==> src/rtl/rate_step_controller_pkg.sv <==
// rtl/rate_step_controller_pkg.sv - rate encodings, default timing constants and rate helpers
package rate_step_controller_pkg;

   localparam int RATE_W = 2;

   typedef enum logic [RATE_W-1:0] {
      RATE_0 = 2'd0,
      RATE_1 = 2'd1,
      RATE_2 = 2'd2,
      RATE_3 = 2'd3
   } rate_t;

   localparam int DEF_DEBOUNCE_CYCLES = 200000;
   localparam int DEF_DIV0            = 10000000;
   localparam int DEF_DIV1            = 5000000;
   localparam int DEF_DIV2            = 2500000;
   localparam int DEF_DIV3            = 1000000;
   localparam int DEF_CNT_W           = 24;

   // RATE_3 wraps back to RATE_0 through the natural 2-bit overflow.
   function automatic rate_t next_rate(input rate_t r);
      return rate_t'(r + 2'd1);
   endfunction

   function automatic logic [3:0] rate_onehot(input rate_t r);
      return 4'b0001 << r;
   endfunction

endpackage

==> src/rtl/rate_step_controller_debounce.sv <==
// rtl/rate_step_controller_debounce.sv - 2-FF synchronizer, level debounce and press pulse
module button_debounce #(
   parameter int DEBOUNCE_CYCLES = 200000
) (
   input  logic clk,
   input  logic reset,
   input  logic button_n,
   output logic press
);

   localparam int DB_W = (DEBOUNCE_CYCLES > 1) ? $clog2(DEBOUNCE_CYCLES) : 1;
   localparam logic [DB_W-1:0] DB_LAST = DB_W'(DEBOUNCE_CYCLES - 1);

   logic            sync_meta;
   logic            sync_level;
   logic            stable;
   logic [DB_W-1:0] count;

   always_ff @(posedge clk or posedge reset) begin
      if (reset) begin
         sync_meta  <= 1'b1;
         sync_level <= 1'b1;
         stable     <= 1'b1;
         count      <= '0;
         press      <= 1'b0;
      end else begin
         sync_meta  <= button_n;
         sync_level <= sync_meta;
         press      <= 1'b0;
         // Any return to the accepted level restarts the stability window.
         if (sync_level == stable) begin
            count <= '0;
         end else if (count == DB_LAST) begin
            stable <= sync_level;
            count  <= '0;
            press  <= ~sync_level;
         end else begin
            count <= count + DB_W'(1);
         end
      end
   end

endmodule

==> src/rtl/rate_step_controller.sv <==
// rtl/rate_step_controller.sv - debounced rate stepping FSM and tick prescaler
module rate_step_controller
   import rate_step_controller_pkg::*;
#(
   parameter int DEBOUNCE_CYCLES = DEF_DEBOUNCE_CYCLES,
   parameter int DIV0            = DEF_DIV0,
   parameter int DIV1            = DEF_DIV1,
   parameter int DIV2            = DEF_DIV2,
   parameter int DIV3            = DEF_DIV3,
   parameter int CNT_W           = DEF_CNT_W
) (
   input  logic              ADC_CLK_10,
   input  logic              reset,
   input  logic              step_n,
   input  logic              run,
   output logic              tick,
   output logic [RATE_W-1:0] rate_sel,
   output logic [3:0]        rate_led,
   output logic              step_pulse
);

   rate_t            state;
   logic             run_meta;
   logic             run_sync;
   logic [CNT_W-1:0] presc;
   logic [CNT_W-1:0] term;

   button_debounce #(
      .DEBOUNCE_CYCLES(DEBOUNCE_CYCLES)
   ) u_step_debounce (
      .clk      (ADC_CLK_10),
      .reset    (reset),
      .button_n (step_n),
      .press    (step_pulse)
   );

   always_comb begin
      term = CNT_W'(DIV0 - 1);
      unique case (state)
         RATE_0: term = CNT_W'(DIV0 - 1);
         RATE_1: term = CNT_W'(DIV1 - 1);
         RATE_2: term = CNT_W'(DIV2 - 1);
         RATE_3: term = CNT_W'(DIV3 - 1);
         default: term = CNT_W'(DIV0 - 1);
      endcase
   end

   assign rate_sel = state;

   // A press outranks a terminal count: the prescaler restarts at the new rate
   // and the would-be tick is dropped, whether or not we are running.
   always_ff @(posedge ADC_CLK_10 or posedge reset) begin
      if (reset) begin
         state    <= RATE_0;
         rate_led <= 4'b0001;
         run_meta <= 1'b0;
         run_sync <= 1'b0;
         presc    <= '0;
         tick     <= 1'b0;
      end else begin
         run_meta <= run;
         run_sync <= run_meta;
         tick     <= 1'b0;
         if (step_pulse) begin
            state    <= next_rate(state);
            rate_led <= rate_onehot(next_rate(state));
            presc    <= '0;
         end else if (run_sync) begin
            if (presc == term) begin
               presc <= '0;
               tick  <= 1'b1;
            end else begin
               presc <= presc + CNT_W'(1);
            end
         end
      end
   end

endmodule

==> config.mk <==
export PLATFORM = sky130hd
export DESIGN_NAME = rate_step_controller
export DESIGN_NICKNAME = d
export VERILOG_FILES = /design/src/rtl/rate_step_controller_pkg.sv /design/src/rtl/rate_step_controller_debounce.sv /design/src/rtl/rate_step_controller.sv
export SDC_FILE = /design/constraint.sdc
export NUM_CORES = 1
export LEC_CHECK = 0
export CAP_MARGIN = 30
export CORE_UTILIZATION = 40
export DETAILED_ROUTE_END_ITERATION = 10
export REMOVE_ABC_BUFFERS = 1
export SYNTH_ARGS = -nofsm -noshare
export SYNTH_HDL_FRONTEND = slang
export SYNTH_SLANG_ARGS = --single-unit
==> constraint.sdc <==
create_clock -name ADC_CLK_10 -period 2 [get_ports ADC_CLK_10]
set_input_delay 0.3 -clock ADC_CLK_10 [delete_from_list [all_inputs] [get_ports ADC_CLK_10]]
set_output_delay 0.3 -clock ADC_CLK_10 [all_outputs]
set_load 0.05 [all_outputs]
* Word-level counts from Yosys, hierarchy flattened
Index checks and enable logic that the tools add are counted.
W data, S select, Z words.
** Word-level totals
- Bits in registers :: 55
- Bits in latches :: 0
- Memory bits (writable) :: 0
- Memory bits (read-only) :: 0
- Input port bits :: 4
- Output and inout bits :: 8
- Logic and storage cells :: 37
- Memories :: 0
** Cells by class
- Add/subtract/negate cells :: 3
- Multipliers :: 0
- Divide/modulo/power cells :: 0
- $lt $le $gt $ge :: 0
- Equal/unequal tests :: 6
- Shift operators :: 1
- Multiplexer cells :: 11
- Bitwise operators :: 2
- Reductions and logical operators :: 3
** Operators by type and width (count)
- $pmux W24 S4 :: 1
- $mux W24 :: 3
- $mux W18 :: 2
- $add A24 B1 Y24 const B :: 1
- $eq A24 B24 Y1 :: 1
- $add A18 B1 Y18 const B :: 1
- $eq A18 B18 Y1 const B :: 1
- $mux W1 :: 5
- $eq A2 B2 Y1 const B :: 2
- $shl A1 B2 Y4 const A :: 1
- $add A2 B1 Y2 const B :: 1
- $eq A2 B1 Y1 const B :: 1
- $logic_not A2 Y1 :: 1
- $not A1 Y1 :: 2
- $reduce_and A2 Y1 :: 1
- $reduce_bool A2 Y1 :: 1
- $eq A1 B1 Y1 :: 1

* Logic depth before layout (Yosys ltp)
Gate-level depths: netlist of the first run.
- Depth after elaboration :: 6
- Mapped depth :: 8
- Mapped depth without buffers :: 7

* By module
From an unflattened synthesis of the first run, not the netlist that was laid out.
** Unflattened totals
- Cells, all modules :: 324
- Area total of the unflattened synthesis :: 3225.6 um^2
** Modules (own cells, without submodules)
- rate_step_controller :: instances 1, cells each 223, area an instance 2099.5 um^2, seq. area each 827.0 um^2
- button_debounce :: instances 1, cells each 101, area an instance 1126.1 um^2, seq. area each 554.3 um^2

* Least setup slack after synthesis of the first run
No wires, ideal clock.
- Path kind :: reg-to-reg
- From :: register state[0] (netlist: rate_sel[0])
- To :: register presc[17]
- Setup time :: 0.135 ns
- Arrival :: 2.330 ns
- Data required time :: 1.865 ns
- Path slack :: -0.466 ns
- Stages on the path, launching flop included :: 9
- Path buffers :: 1
- Clock period less this slack :: 2.466 ns
- Path through :: dfrtp_1 > inv_1 > ha_1 > or4_4 > o22ai_4 > nand4_4 > buf_6 > o221ai_1 > nor3_1
** Between the ends
- Cells in the longest elaborated chain, start to end :: 6
- Elaborated cells on any way between the ends :: 9
- Those cells by class :: eq/ne (4); mux (4); reduce/logical (1)
** RTL lines
- from (decl) :: RTL line rate_step_controller.sv:22 : rate_t state;
- from (signal assigned) :: RTL line rate_step_controller.sv:65 : state <= next_rate(state);
- $eq A2 B2 Y1 (tied with other cells) :: RTL line rate_step_controller.sv:39 : unique case (state)
- $pmux W24 S4 * :: RTL line rate_step_controller.sv:39
- $eq A24 B24 Y1 * :: RTL line rate_step_controller.sv:69 : if (presc == term) begin
- $mux W24 * :: RTL line rate_step_controller.sv:69
- $mux W24 * :: RTL line rate_step_controller.sv:68 : end else if (run_sync) begin
- $mux W24 * :: RTL line rate_step_controller.sv:64 : if (step_pulse) begin
- to (signal assigned) :: RTL line rate_step_controller.sv:73 : presc <= presc + CNT_W'(1);
- to (decl) :: RTL line rate_step_controller.sv:25 : logic [CNT_W-1:0] presc;
Every way passes the cells marked *; elsewhere a longest branch is shown, timed or not. The select of a mux whose other input is x is not followed.
A chain may end at the register's enable or synchronous reset.

* Worst setup path in the final report of the first run
Ends and elaborated chain as after synthesis.

==> metrics.txt, run 1 <==
# TYPE chip_impl_metric gauge
chip_impl_info{name="ys.flop_type",value="dfrtp_1"} 1
chip_impl_metric{name="grt_usage",unit="%"} 19.2
chip_impl_metric{name="postCtsHoldBufs",unit=""} 0
chip_impl_metric{name="seqPwrFrac",unit="%"} 53.7
chip_impl_metric{name="max_clock_freq",unit="GHz"} 0.488
chip_impl_metric{name="drt_first_iter_violations",unit=""} 219
chip_impl_metric{name="worstPathMaxFanout",unit=""} 4
chip_impl_metric{name="power.ir.vdd_worst",unit="mV"} 0.435
chip_impl_info{name="violations",value="negative setup slack"} 1
chip_impl_metric{name="required",unit="ps"} 2200
chip_impl_metric{name="timing.final.setup_violations",unit=""} 14
chip_impl_info{name="rsz0062_at_grt",value="yes"} 1
chip_impl_metric{name="synth-warning-count",unit=""} 0
chip_impl_metric{name="grt_antenna_before_repair",unit=""} 0
chip_impl_metric{name="power.density",unit="mW/mm²"} 590
chip_impl_metric{name="power.internal",unit="µW"} 1630
chip_impl_metric{name="floorplan.initialDensity",unit="%"} 42.5
chip_impl_info{name="worstSetupStartpointType",value="register"} 1
chip_impl_metric{name="io_buffers",unit=""} 11
chip_impl_metric{name="global_route_wire_length_before_repair",unit="mm"} 12.6
chip_impl_metric{name="share_comb_of_total_power",unit="%"} 18.8
chip_impl_info{name="crit_path_cell_trace",value="inv_2 > ha_4 > or4_4 > o22ai_4 > nand4_4 > buf_6 > o221ai_4 > nor3_2"} 1
chip_impl_metric{name="remaining_drcs",unit=""} 0
chip_impl_info{name="timing_worst_setup_path_type",value="register to register"} 1
chip_impl_info{name="holdCritPathClass",value="input pin to async pin"} 1
chip_impl_metric{name="die_h",unit="µm"} 90.7
chip_impl_info{name="capture_point_of_the_worst_reg_to_reg_path",value="presc[17]$_DFFE_PP0P_"} 1
chip_impl_metric{name="vias_in_the_first_global_route",unit=""} 2654
chip_impl_metric{name="clkLatencyLatePin",unit="ps"} 320
chip_impl_metric{name="postRouteAntennaNets",unit=""} 0
chip_impl_metric{name="grt_overflow_total",unit=""} 0
chip_impl_metric{name="setup_slack",unit="ps"} -50.4
chip_impl_metric{name="count_of_h_tree_levels_built_during_cts",unit=""} 2
chip_impl_metric{name="diodes",unit=""} 0
chip_impl_info{name="critical_path.endpoint_type",value="register"} 1
chip_impl_metric{name="die_width",unit="µm"} 90.7
chip_impl_metric{name="synth_async_sr_flop_share",unit="%"} 100
chip_impl_metric{name="synth_sequential_area_ratio",unit="%"} 43.9
chip_impl_metric{name="power.switching",unit="µW"} 722
chip_impl_metric{name="relSlewSlack",unit="%"} 52.3
chip_impl_metric{name="p_leak",unit="µW"} 0.00159
chip_impl_info{name="crit-reg2reg-launch",value="rate_sel[0]$_DFFE_PP0P_"} 1
chip_impl_metric{name="floorplan.io_pins",unit=""} 12
chip_impl_info{name="ctsRootBufferMaster",value="clkbuf_8"} 1
chip_impl_metric{name="post_synthesis_instance_total",unit=""} 335
chip_impl_metric{name="hpwlAfterDp",unit="mm"} 5.22
chip_impl_metric{name="cp_num_buf_inv",unit=""} 2
chip_impl_metric{name="placedCellCount",unit=""} 475
chip_impl_metric{name="overall_die_area",unit="mm²"} 0.00822
chip_impl_metric{name="finalWirelength",unit="mm"} 7.63
chip_impl_metric{name="finClkSkew",unit="ps"} 12.2
chip_impl_metric{name="pwr-share-clk",unit="%"} 27.5
chip_impl_metric{name="synth_enable_flop_cells",unit=""} 0
chip_impl_metric{name="report.final.slew_viol_count",unit=""} 0
chip_impl_metric{name="totalNegativeSetupSlack",unit="ps"} -272
chip_impl_info{name="cts_tree",value="built"} 1
chip_impl_metric{name="timing.final.hold_violations",unit=""} 0
chip_impl_metric{name="average_size_of_a_mapped_cell",unit="µm²"} 9.39
chip_impl_info{name="layout.cells.most_common",value="dfrtp_1"} 1
chip_impl_info{name="outcome",value="finished, violations left"} 1
chip_impl_metric{name="via_per_inst",unit=""} 5.70
chip_impl_metric{name="worstPathArrival",unit="ps"} 2250
chip_impl_metric{name="core-area",unit="mm²"} 0.00741
chip_impl_metric{name="routabilityCongestion",unit=""} 0.838
chip_impl_metric{name="maxCapViolCount",unit=""} 0
chip_impl_metric{name="period_minus_slack",unit="ps"} 2050
chip_impl_metric{name="post-route-period-util",unit="%"} 103
chip_impl_metric{name="tritoncts.num_buffers",unit=""} 5
chip_impl_metric{name="via_count",unit=""} 2768
chip_impl_metric{name="rows",unit=""} 31
chip_impl_metric{name="worst-r2r-setup-slack",unit="ps"} -50
chip_impl_info{name="final_cell_mix",value="dfrtp_1, buf_4, nor2_1"} 1
chip_impl_metric{name="design.final.nets",unit=""} 396
chip_impl_metric{name="grt_max_degree",unit=""} 56
chip_impl_metric{name="delay_of_the_slowest_cell_on_the_worst_path",unit="ps"} 490
chip_impl_metric{name="synth_area",unit="mm²"} 0.00315
chip_impl_metric{name="p_sw_share",unit="%"} 30.7
chip_impl_metric{name="synth.distinct_cells",unit=""} 59
chip_impl_metric{name="clock_sinks",unit=""} 55
chip_impl_metric{name="instances_no_fill",unit=""} 486
chip_impl_metric{name="fraction_of_final_layout_cells_with_drive_strength_greater_than_1",unit="%"} 28.4
chip_impl_metric{name="drt-wirelength-per-cell",unit="µm"} 15.7
chip_impl_metric{name="r2r.worst_path.cells",unit=""} 8
chip_impl_metric{name="ys_ff_latch",unit=""} 55
chip_impl_metric{name="max-clock-path-buffers",unit=""} 2
chip_impl_metric{name="clk_transition_reported_paths",unit="ps"} 110
chip_impl_metric{name="area_growth_syn_to_layout",unit="%"} 26.9
chip_impl_metric{name="worst_pin_slew",unit="ps"} 716
chip_impl_metric{name="drt_pass1_iterations",unit=""} 4
chip_impl_info{name="critical-path-top-delay-family",value="simple AND/OR/NAND/NOR gates"} 1
chip_impl_info{name="worst_path_max_delay_cell",value="or4_4"} 1
==> worst max-delay path by stage <==
stage	startpoint	end	slack (ps)	cells after the start
2_1_floorplan	rate_sel[0]$_DFFE_PP0P_	presc[13]$_DFFE_PP0P_	-490	7
3_3_place_gp	rate_sel[0]$_DFFE_PP0P_	presc[9]$_DFFE_PP0P_	-70	8
3_5_place_dp	rate_sel[1]$_DFFE_PP0P_	presc[9]$_DFFE_PP0P_	-140	8
4_1_cts	rate_sel[1]$_DFFE_PP0P_	presc[9]$_DFFE_PP0P_	-50	8
5_1_grt	rate_sel[1]$_DFFE_PP0P_	presc[15]$_DFFE_PP0P_	-150	9
6_report	rate_sel[0]$_DFFE_PP0P_	presc[17]$_DFFE_PP0P_	-50	8
==> Yosys cell counts (all sizes together), types with 2 or more instances <==
library cell	count	area (µm²)
and4	2	17.5
clkbuf	7	26.3
or3	4	25.0
or4	4	33.8
nand2	23	86.3
dfrtp	51	1280
a211oi	2	15.0
a31oi	7	43.8
nor3	12	60.1
dfstp	4	105
xnor2	6	52.6
buf	7	40.0
nand2b	17	106
o21ai	8	40.0
inv	7	26.3
o22ai	4	38.8
o21bai	2	15.0
nand3	23	133
nand4	16	115
o31ai	4	30.0
xor2	16	140
nor4	8	56.3
o211ai	3	32.5
ha	6	75.1
nor2b	2	12.5
and3	10	62.6
mux2	5	56.3
a21oi	9	45.0
nor2	41	164
o311ai	2	17.5
o221ai	7	61.3
==> state kept, by name, summed over array words and instances, names as in the netlist <==
| register | cells |
|---|---|
| u_step_debounce.sync_level | 1 |
| run_meta | 1 |
| tick | 1 |
| u_step_debounce.press | 1 |
| u_step_debounce.sync_meta | 1 |
| rate_sel | 2 |
| u_step_debounce.count | 18 |
| u_step_debounce.stable | 1 |
| rate_led | 4 |
| run_sync | 1 |
| presc | 24 |
==> cells by family (layout without fill, tap and decap cells) <==
logic type                 after synthesis  count (layout)  share of synthesized area (%)
AOI/OAI and AO/OA                       52              52                           11.9
buffers and inverters                   22              74                           3.06
DFF                                     55              55                           43.9
adders and majority gates                6               6                           2.39
xor gates and xnor gates                22              22                           6.13
and+or+nand+nor                        172             172                           30.5
muxes                                    6               6                           2.11
==> power by group through the flow <==
| stage | Combinational [µW] | Sequential [µW] | Clock, µW |
|---|---|---|---|
| final | 443 | 1270 | 647 |
| after global routing | 491 | 1270 | 723 |
| after CTS | 406 | 1260 | 671 |
| after detailed placement | 394 | 1280 | 0 |
| after global placement | 389 | 1280 | 0 |
| after floorplan | 246 | 1280 | 0 |
==> per-stage QoR <==
stage	worst slack (ps)	cell area, µm²	util [%]	hold WS (ps)	power [µW]
after detailed placement	-142	3670	49.5	337	1680
after floorplan	-492	3080	-	304	1520
final	-50.4	3990	53.9	340	2360
after global placement	-69.9	3670	49.5	334	1670
after global routing	-152	3990	53.9	368	2490
after CTS	-49.6	3850	52.0	350	2340
==> worst min-delay path: stages <==
cell,delay (ps)
clkdlybuf4s50_1,410
inv_2,70
buf_12,270
==> repair_timing <==
action,4_1_cts,5_1_grt
pin swaps,11,18
buffers inserted,1,2
endpoints found under the hold margin,0,0
setup endpoints to repair,23,24
gates resized for setup,21,22
==> layer usage <==
metal / track usage, % / vias up / wire length (µm)
li1: - / 1327 / -
met5: 0 / - / 0
met4: 6.99 / 0 / 95
met2: 28.9 / 76 / 3490
met3: 3.37 / 8 / 391
met1: 27.7 / 1357 / 3650
==> cell type report <==
class                   instances  area (µm²)
clock buffers                   5        68.8
clock inverters                 3        22.5
fillers                       683        3420
inverters                       8        30.0
multi-input cells             258        1860
flip-flops and latches         55        1380
well taps                      99         124
repair buffers                 58         502
Note: power is estimated with default switching activity, not from simulation.
==> run 2: changes to the inputs <==
--- a/config.mk
+++ b/config.mk
@@ -7,7 +7,9 @@
 export LEC_CHECK = 0
 export CAP_MARGIN = 30
 export CORE_UTILIZATION = 40
+export CTS_CLUSTER_DIAMETER = 150
 export DETAILED_ROUTE_END_ITERATION = 10
+export DONT_BUFFER_PORTS = 1
 export REMOVE_ABC_BUFFERS = 1
 export SYNTH_ARGS = -nofsm -noshare
 export SYNTH_HDL_FRONTEND = slang
==> metrics.txt, run 2 (same netlist as run 1, synthesis figures left out) <==
# TYPE chip_impl_metric gauge
chip_impl_metric{name="report.final.slew_viol_count",unit=""} 0
chip_impl_info{name="rsz0062_at_grt",value="yes"} 1
chip_impl_metric{name="vias_in_the_first_global_route",unit=""} 2598
chip_impl_metric{name="design.final.nets",unit=""} 382
chip_impl_metric{name="delay_of_the_slowest_cell_on_the_worst_path",unit="ps"} 420
chip_impl_metric{name="max-clock-path-buffers",unit=""} 2
chip_impl_metric{name="clk_transition_reported_paths",unit="ps"} 110
chip_impl_metric{name="remaining_drcs",unit=""} 0
chip_impl_metric{name="placed_cell_areas",unit="mm²"} 0.00349
chip_impl_info{name="holdCritPathClass",value="register to register"} 1
chip_impl_metric{name="die_width",unit="µm"} 90.7
chip_impl_metric{name="global_route_wire_length_before_repair",unit="mm"} 12.8
chip_impl_info{name="cts_tree",value="built"} 1
chip_impl_info{name="ctsRootBufferMaster",value="clkbuf_8"} 1
chip_impl_metric{name="required",unit="ps"} 2170
chip_impl_info{name="critical_path.endpoint_type",value="register"} 1
chip_impl_metric{name="drt-wirelength-per-cell",unit="µm"} 16.1
chip_impl_metric{name="via_per_inst",unit=""} 5.77
chip_impl_info{name="timing_worst_setup_path_type",value="register to register"} 1
chip_impl_info{name="crit_path_cell_trace",value="inv_2 > ha_4 > buf_6 > or4bb_1 > nand2_2 > nand4_1 > o221ai_2 > nor3_1"} 1
chip_impl_metric{name="overall_die_area",unit="mm²"} 0.00822
chip_impl_info{name="top_register",value="presc"} 1
chip_impl_metric{name="max_clock_freq",unit="GHz"} 0.482
chip_impl_metric{name="fill_cells",unit=""} 671
chip_impl_info{name="worstSetupStartpointType",value="register"} 1
chip_impl_metric{name="diodes",unit=""} 0
chip_impl_metric{name="post-route-period-util",unit="%"} 104
chip_impl_metric{name="worstPathArrival",unit="ps"} 2250
chip_impl_metric{name="grt_max_degree",unit=""} 56
chip_impl_metric{name="power.ir.vdd_worst",unit="mV"} 0.292
chip_impl_metric{name="post-route-cell-area",unit="mm²"} 0.00394
chip_impl_metric{name="clkLatencyLatePin",unit="ps"} 320
chip_impl_metric{name="floorplan.initialDensity",unit="%"} 42.5
chip_impl_metric{name="finalWirelength",unit="mm"} 7.62
chip_impl_metric{name="die_h",unit="µm"} 90.7
chip_impl_metric{name="largest_register_ffs",unit=""} 24
chip_impl_metric{name="via_count",unit=""} 2722
chip_impl_metric{name="floorplan.io_pins",unit=""} 12
chip_impl_info{name="grt.busiest_layer",value="met2"} 1
chip_impl_metric{name="worst_pin_slew",unit="ps"} 812
chip_impl_metric{name="area_growth_syn_to_layout",unit="%"} 25.1
chip_impl_metric{name="timing.final.hold_violations",unit=""} 0
chip_impl_metric{name="rows",unit=""} 31
chip_impl_metric{name="setup_slack",unit="ps"} -75.7
chip_impl_info{name="worst_path_max_delay_cell",value="dfrtp_1"} 1
chip_impl_metric{name="relSlewSlack",unit="%"} 45.9
chip_impl_metric{name="fraction_of_final_layout_cells_with_drive_strength_greater_than_1",unit="%"} 28.4
chip_impl_metric{name="fin_util",unit="%"} 53.1
chip_impl_metric{name="drt_first_iter_violations",unit=""} 159
chip_impl_info{name="biggestRegsByFlops",value="presc (24), u_step_debounce.count (18), rate_led (4)"} 1
chip_impl_metric{name="gr-usage-met2",unit="%"} 30.1
chip_impl_metric{name="timing.final.setup_violations",unit=""} 17
chip_impl_metric{name="grt_antenna_before_repair",unit=""} 0
chip_impl_info{name="final_cell_mix",value="dfrtp_1, nor2_1, buf_4"} 1
chip_impl_metric{name="core-area",unit="mm²"} 0.00741
chip_impl_metric{name="use_met1",unit="%"} 27.5
chip_impl_info{name="layout.cells.most_common",value="dfrtp_1"} 1
chip_impl_metric{name="clock_sinks",unit=""} 55
chip_impl_metric{name="period_minus_slack",unit="ps"} 2080
chip_impl_metric{name="grt_overflow_total",unit=""} 0
chip_impl_info{name="violations",value="negative setup slack"} 1
chip_impl_metric{name="postRouteAntennaNets",unit=""} 0
chip_impl_metric{name="grt_usage",unit="%"} 19.3
chip_impl_metric{name="power.density",unit="mW/mm²"} 602
chip_impl_metric{name="finClkSkew",unit="ps"} 15.7
chip_impl_metric{name="routabilityCongestion",unit=""} 0.789
chip_impl_metric{name="p_leak",unit="µW"} 0.00154
chip_impl_metric{name="drt_pass1_iterations",unit=""} 5
chip_impl_metric{name="use_met3",unit="%"} 2.78
chip_impl_metric{name="worstPathMaxFanout",unit=""} 4
chip_impl_metric{name="io_buffers",unit=""} 0
chip_impl_metric{name="hpwlAfterDp",unit="mm"} 4.91
chip_impl_info{name="outcome",value="finished, violations left"} 1
chip_impl_metric{name="maxCapViolCount",unit=""} 0
chip_impl_metric{name="count_of_h_tree_levels_built_during_cts",unit=""} 2
chip_impl_metric{name="tritoncts.num_buffers",unit=""} 5
## run 2: cell types whose count changed in the layout (fill, tap and decap cells not counted), sizes merged
cell	before	now
clkinvlp	0	1
inv	8	7
buf	48	41
dlymetal6s2s	1	0
dlygate4sd3	0	3
clkdlybuf4s50	8	0
clkinv	3	2
dlygate4sd2	1	0
clkbuf	5	6
## run 2: per-layer routing
| layer | vias up | share of wire [%] |
|---|---|---|
| li1 | 1299 | - |
| met1 | 1358 | 48 |
| met2 | 56 | 47 |
| met3 | 9 | 3.9 |
| met4 | 0 | 1.3 |
| met5 | - | 0 |
## run 2: critical path, delay by kind of cell, from the launching register on
kind	cells	cell delay, ps
adders and majority gates	1	160
and+or+nand+nor	4	860
buffers and inverters	2	200
DFF	1	420
AOI/OAI and AO/OA	1	290
## run 2: worst paths after layout
check | start | endpoint | slack [ps] | depth (start not counted)
setup / recovery | rate_sel[0]$_DFFE_PP0P_ | presc[22]$_DFFE_PP0P_ | -80 | 8
hold reg to reg | run_meta$_DFF_PP0_ | run_sync$_DFF_PP0_ | 360 | 0
hold / removal | run_meta$_DFF_PP0_ | run_sync$_DFF_PP0_ | 360 | 0
min in group asynchronous | reset | presc[21]$_DFFE_PP0P_ | 480 | 3
setup reg to reg | rate_sel[0]$_DFFE_PP0P_ | presc[22]$_DFFE_PP0P_ | -80 | 8
max in group asynchronous | reset | u_step_debounce.stable$_DFFE_PP1P_ | 1210 | 3
## run 2: power breakdown
part / switching [µW] / internal [µW] / leakage [µW]
sequential: 90.5 / 1180 / 0.000714
clock: 392 / 284 / 0.0000474
combinational: 235 / 184 / 0.000780
total: 718 / 1650 / 0.00154
## run 2: what timing repair did
action	4_1_cts	5_1_grt
resized for setup	19	30
gates cloned	0	0
hold buffers	3	0
pin swaps	18	14
hold endpoints to repair	53	0
endpoints found under the setup margin	23	23
buffers inserted	4	4
## run 2: final cells by class
type,count,area (µm²),share of cell area [%]
Tap cell,99,124,3.15
Timing Repair Buffer,44,398,10.1
Clock buffer,6,82.6,2.10
Clock inverter,2,16.3,0.413
Inverter,8,30.0,0.763
Sequential cell,55,1380,35.2
Multi-Input combinational cell,258,1900,48.3
## run 2: stage by stage
stage,TNS (ps),setup WS [ps],power [µW],hold WS (ps),instances
2_1_floorplan,-10140,-492,1520,304,321
3_3_place_gp,-1720,-126,1640,267,453
3_5_place_dp,-1990,-120,1660,269,453
4_1_cts,-111,-34.1,2350,361,468
5_1_grt,-2250,-167,2490,366,472
6_report,-487,-75.7,2370,357,472
